--- config.mk ---
export PLATFORM = sky130hd
export DESIGN_NAME = ssd_rx_decoder
export DESIGN_NICKNAME = d
export VERILOG_FILES = /design/src/rtl/ssd_rx_decoder.sv
export SDC_FILE = /design/constraint.sdc
export NUM_CORES = 1
export LEC_CHECK = 0
export CORE_AREA = 2 2 50 87
export DETAILED_ROUTE_END_ITERATION = 10
export DIE_AREA = 0 0 52 89
export PLACE_DENSITY_LB_ADDON = 0.25
export SETUP_SLACK_MARGIN = 0.3
export SLEW_MARGIN = 25
export SYNTH_ARGS = -nofsm -noshare
export SYNTH_HDL_FRONTEND = slang
export SYNTH_SLANG_ARGS = --single-unit
--- constraint.sdc ---
create_clock -name clk -period 1.4 [get_ports clk]
set_input_delay 0.14 -clock clk [delete_from_list [all_inputs] [get_ports clk]]
set_output_delay 0.14 -clock clk [all_outputs]
set_load 0.02 [all_outputs]
--- src/rtl/ssd_rx_decoder.sv ---
// rtl/ssd_rx_decoder.sv - seven-segment serial link receiver and hex decoder
module ssd_rx_decoder #(
   parameter int SYNC_STAGES = 2
) (
   input  logic       clk,
   input  logic       reset,
   input  logic       s_clk,
   input  logic       s_data,
   input  logic       s_latch,
   output logic [3:0] code,
   output logic       blank,
   output logic       valid,
   output logic       err_frame,
   output logic       err_code,
   output logic [6:0] seg_raw
);

   logic [SYNC_STAGES-1:0] r_clk_sync;
   logic [SYNC_STAGES-1:0] r_data_sync;
   logic [SYNC_STAGES-1:0] r_latch_sync;
   logic                   r_clk_prev;
   logic                   r_latch_prev;
   logic                   r_clk_rise;
   logic                   r_latch_rise;
   logic                   r_data_q;
   logic                   r_latch_pend;
   logic [6:0]             r_shift;
   logic [3:0]             r_cnt;
   logic [3:0]             r_code;
   logic                   r_blank;
   logic                   r_valid;
   logic                   r_err_frame;
   logic                   r_err_code;
   logic [6:0]             r_seg_raw;

   logic                   w_clk_rise;
   logic                   w_latch_rise;
   logic [3:0]             w_cnt_inc;
   logic                   w_hit;
   logic [3:0]             w_code;
   logic                   w_is_blank;

   assign w_clk_rise   = r_clk_sync[SYNC_STAGES-1] & ~r_clk_prev;
   assign w_latch_rise = r_latch_sync[SYNC_STAGES-1] & ~r_latch_prev;
   assign w_cnt_inc    = (r_cnt == 4'd8) ? 4'd8 : r_cnt + 4'd1;
   assign w_is_blank   = (r_shift == 7'b1111111);

   always_ff @(posedge clk or posedge reset) begin
      if (reset) begin
         r_clk_sync   <= '0;
         r_data_sync  <= '0;
         r_latch_sync <= '0;
         r_clk_prev   <= 1'b0;
         r_latch_prev <= 1'b0;
         r_clk_rise   <= 1'b0;
         r_latch_rise <= 1'b0;
         r_data_q     <= 1'b0;
      end else begin
         r_clk_sync   <= {r_clk_sync[SYNC_STAGES-2:0], s_clk};
         r_data_sync  <= {r_data_sync[SYNC_STAGES-2:0], s_data};
         r_latch_sync <= {r_latch_sync[SYNC_STAGES-2:0], s_latch};
         r_clk_prev   <= r_clk_sync[SYNC_STAGES-1];
         r_latch_prev <= r_latch_sync[SYNC_STAGES-1];
         r_clk_rise   <= w_clk_rise;
         r_latch_rise <= w_latch_rise;
         r_data_q     <= r_data_sync[SYNC_STAGES-1];
      end
   end

   // The latch is evaluated one cycle after the shift, so a 7th bit arriving
   // together with the latch is already in r_shift/r_cnt when it is judged.
   always_ff @(posedge clk or posedge reset) begin
      if (reset) begin
         r_shift      <= 7'd0;
         r_cnt        <= 4'd0;
         r_latch_pend <= 1'b0;
      end else begin
         r_latch_pend <= r_latch_rise;
         if (r_clk_rise)
            r_shift <= {r_shift[5:0], r_data_q};
         if (r_latch_pend)
            r_cnt <= r_clk_rise ? 4'd1 : 4'd0;
         else if (r_clk_rise)
            r_cnt <= w_cnt_inc;
      end
   end

   always_comb begin
      w_hit  = 1'b1;
      w_code = 4'h0;
      case (r_shift)
         7'b1000000: w_code = 4'h0;
         7'b1111001: w_code = 4'h1;
         7'b0100100: w_code = 4'h2;
         7'b0110000: w_code = 4'h3;
         7'b0011001: w_code = 4'h4;
         7'b0010010: w_code = 4'h5;
         7'b0000010: w_code = 4'h6;
         7'b1111000: w_code = 4'h7;
         7'b0000000: w_code = 4'h8;
         7'b0010000: w_code = 4'h9;
         7'b0001000: w_code = 4'hA;
         7'b0000011: w_code = 4'hB;
         7'b1000110: w_code = 4'hC;
         7'b0100001: w_code = 4'hD;
         7'b0000110: w_code = 4'hE;
         7'b0001110: w_code = 4'hF;
         default:    w_hit  = 1'b0;
      endcase
   end

   always_ff @(posedge clk or posedge reset) begin
      if (reset) begin
         r_code      <= 4'h0;
         r_blank     <= 1'b1;
         r_valid     <= 1'b0;
         r_err_frame <= 1'b0;
         r_err_code  <= 1'b0;
         r_seg_raw   <= 7'b1111111;
      end else begin
         r_valid <= r_latch_pend;
         if (r_latch_pend) begin
            r_seg_raw <= r_shift;
            if (r_cnt != 4'd7) begin
               r_err_frame <= 1'b1;
               r_err_code  <= 1'b0;
            end else begin
               r_err_frame <= 1'b0;
               if (w_hit) begin
                  r_code     <= w_code;
                  r_blank    <= 1'b0;
                  r_err_code <= 1'b0;
               end else if (w_is_blank) begin
                  r_blank    <= 1'b1;
                  r_err_code <= 1'b0;
               end else begin
                  r_err_code <= 1'b1;
               end
            end
         end
      end
   end

   assign code      = r_code;
   assign blank     = r_blank;
   assign valid     = r_valid;
   assign err_frame = r_err_frame;
   assign err_code  = r_err_code;
   assign seg_raw   = r_seg_raw;

endmodule
==> flow_summary.json <==
{
  "status": "finished with violations",
  "violations": "setup timing",
  "die-area_um2": 4630,
  "cts_root_buffer": "clkbuf_8",
  "synth_area_per_cell_um2": 11.9,
  "ys.flop_type": "dfrtp_1",
  "p_seq_share_pct": 39.3,
  "dp_worst_setup_slack_ns": -0.260,
  "cp-start-kind": "flop",
  "switching_power_w": 0.00141,
  "fin_worst_skew_ns": 0.00884,
  "cp_cell_sequence": "or3_4 > or4b_4 > nand3_2 > a22o_1",
  "cts_tree": "built",
  "clk_latency_ns": 0.29,
  "synth.distinct_cells": 49,
  "row_count": 30,
  "drv_slew": 0,
  "critical_path.top_delay_family": "simple AND/OR/NAND/NOR gates",
  "worst_slew_pin_slew_ns": 0.441,
  "tns_ns": -0.942,
  "drt_iter0_drc": 31,
  "antenna_found_initial": 0,
  "pwr-share-clk_pct": 17.6,
  "required_ns": 1.63,
  "arrival_ns": 1.85,
  "maxCapViolations": 0,
  "grt_pass1_wl_um": 6310,
  "cpMaxStageDelayCell": "or4b_4",
  "synth-seq-cells": 38,
  "met2_usage_pct": 32.8,
  "syn_area_um2": 1720,
  "syn2layout_area_growth_pct": 43.7,
  "use_met3_pct": 4.68,
  "p_comb_share_pct": 43.1,
  "async_reset_ff_share_pct": 100,
  "cp.depth": 4,
  "hold_class": "in -> async",
  "final_nets": 204,
  "min_period_ns": 1.62,
  "drive_gt1_share_pct": 59.1,
  "power_density_nw_per_um2": 1660,
  "start_util_pct": 44.5,
  "setup_slack_ns": -0.222,
  "crit_type": "reg -> reg",
  "ios": 20,
  "cts_sinks": 38,
  "path_buf_inv": 0,
  "gp_congestion": 0.891,
  "grt-ovfl-total": 0,
  "clkTransAtPathRegs_ns": 0.07,
  "htree_levels": 2,
  "port_buffers": 19,
  "p_int_w": 0.00270,
  "reg2reg_slack_ns": -0.22,
  "hold_viol_final": 0,
  "rr_worst_depth": 4,
  "insertedDiodeCount": 0,
  "p_sw_share_pct": 34.3,
  "synth_edf_count": 0,
  "via_per_inst": 5.44,
  "p_leak_nw": 1.09,
  "ys_seq_area_share_pct": 55.9,
  "grt_pass1_vias": 1358,
  "final_antenna_net_count": 0,
  "die_w_um": 52,
  "core_um2": 3870,
  "syn_nets": 152,
  "fin_crit_sh_pct": 116,
  "top_usage_layer": "met2",
  "cp-end-kind": "flop",
  "die_h_um": 89,
  "max_stage_delay_ns": 0.53,
  "yosys_warnings": 0,
  "fmax_mhz": 616,
  "fin_util_pct": 63.9,
  "met1_usage_pct": 19.9,
  "grt_usage_pct": 18.6,
  "syn_inst": 145,
  "slew_headroom_pct": 70.4,
  "power.total_w": 0.00411,
  "dr.pass1.iters": 4,
  "clock_path_buffers": 2,
  "dr_total_vias": 1339,
  "vdd_drop_max_v": 0.00121,
  "worstPathMaxFanout": 5,
  "drcViolationCount": 0,
  "drt-wirelength-per-cell_um": 16.1,
  "drt-total-wl_um": 3970,
  "cts_buffers": 5,
  "grt_max_degree": 39,
  "rsz0062_at_grt": "true",
  "final-setup-viol-count": 6,
  "hpwlAfterDp_um": 2660
}
## state kept, by name, summed over array words and instances (netlist names), 2 cells and up
signal / count
r_cnt: 4
r_latch_sync: 2
seg_raw: 7
r_shift: 7
r_clk_sync: 2
r_data_sync: 2
code: 4
## routing by layer
layer	wire length (um)	part of all wire, %
met1	1490	37
met2	2220	56
met3	114	2.9
met4	142	3.6
met5	0	0
## metrics by stage
| step | instances | hold WS, ns | instance area, um^2 |
|---|---|---|---|
| 2_1_floorplan | 145 | 0.171 | 1740 |
| 3_3_place_gp | 230 | 0.337 | 2150 |
| 3_5_place_dp | 230 | 0.336 | 2150 |
| 4_1_cts | 239 | 0.212 | 2350 |
| 5_1_grt | 246 | 0.277 | 2470 |
| 6_report | 246 | 0.211 | 2470 |
## power groups by stage
stage	clock, W	sequential (W)	combinational, W
2_1_floorplan	0	0.00164	0.000729
3_3_place_gp	0	0.00156	0.00143
3_5_place_dp	0	0.00157	0.00146
4_1_cts	0.000750	0.00158	0.00157
5_1_grt	0.000792	0.00166	0.00190
6_report	0.000724	0.00162	0.00177
## worst reg2reg max path, stage by stage, from the launching register on
cell and delay (ns):
dfrtp_2 0.44, or3_4 0.41, or4b_4 0.53, nand3_2 0.08
a22o_1 0.11
## area by class of cell
type | count | area, um^2
clock buffers | 6 | 72.6
clock inverters | 2 | 15.0
fillers | 295 | 1390
inverters | 4 | 20.0
multi-input cells | 93 | 848
flip-flops and latches | 38 | 971
well taps | 48 | 60.1
repair buffers | 55 | 485
## cell usage after synthesis (all sizes together), types with 2 or more instances
cell type | n | area share, %
a211oi | 2 | 0.87
a21oi | 3 | 0.87
a22o | 3 | 1.5
and2 | 2 | 0.73
and4bb | 2 | 1.5
buf | 7 | 2.3
clkbuf | 3 | 0.65
dfrtp | 30 | 44
dfstp | 8 | 12
ha | 2 | 1.5
inv | 4 | 0.87
mux2 | 14 | 9.2
nand2 | 8 | 1.7
nand3 | 5 | 1.7
nand4 | 2 | 0.73
nor2 | 9 | 2.0
nor2b | 2 | 0.73
nor3 | 6 | 2.0
nor3b | 2 | 0.87
nor4b | 2 | 1.0
o211ai | 2 | 1.2
o21ai | 5 | 1.7
o31ai | 2 | 0.87
or3 | 2 | 0.73
or4b | 2 | 1.2
## final timing paths
path	startpoint	end
setup / recovery	r_shift[1]$_DFFE_PP0P_	code[1]$_DFFE_PP0P_
hold / removal	reset	r_latch_sync[0]$_DFF_PP0_
setup reg to reg	r_shift[1]$_DFFE_PP0P_	code[1]$_DFFE_PP0P_
hold reg to reg	r_data_sync[0]$_DFF_PP0_	r_data_sync[1]$_DFF_PP0_
max in group asynchronous	reset	blank$_DFFE_PP1P_
min in group clk	s_clk	r_clk_sync[0]$_DFF_PP0_
## cell families after synthesis
logic type      synth area share, %
simple gates                   18.8
compound gates                 9.24
fa+ha+maj                      1.45
mux                            9.75
xor+xnor                       1.02
buf+inv                        3.85
flops                          55.9
## cell usage in the layout, fill, tap and decap left out, types with 3 or more instances in the layout
| cell type | netlist | final |
|---|---|---|
| a21oi_1 | 3 | 3 |
| a22o_1 | 3 | 3 |
| buf_2 | 5 | 3 |
| buf_4 | 2 | 25 |
| buf_6 | 0 | 18 |
| clkbuf_2 | 0 | 4 |
| clkbuf_8 | 0 | 5 |
| clkdlybuf4s50_1 | 0 | 4 |
| dfrtp_1 | 30 | 22 |
| dfrtp_2 | 0 | 8 |
| dfstp_2 | 8 | 8 |
| mux2_2 | 11 | 9 |
| mux2_4 | 0 | 3 |
| nand2_1 | 8 | 5 |
| nand3_2 | 1 | 3 |
| nor2_1 | 9 | 7 |
| o21ai_2 | 1 | 3 |
## timing repair
| action | 4_1_cts | 5_1_grt |
|---|---|---|
| hold buffers | 0 | 0 |
| setup endpoints to repair | 32 | 30 |
| buffers inserted | 1 | 7 |
| pin swaps | 4 | 14 |
| gates cloned | 0 | 0 |
| gates resized for setup | 86 | 39 |
Power figures use the tool's default switching activity.
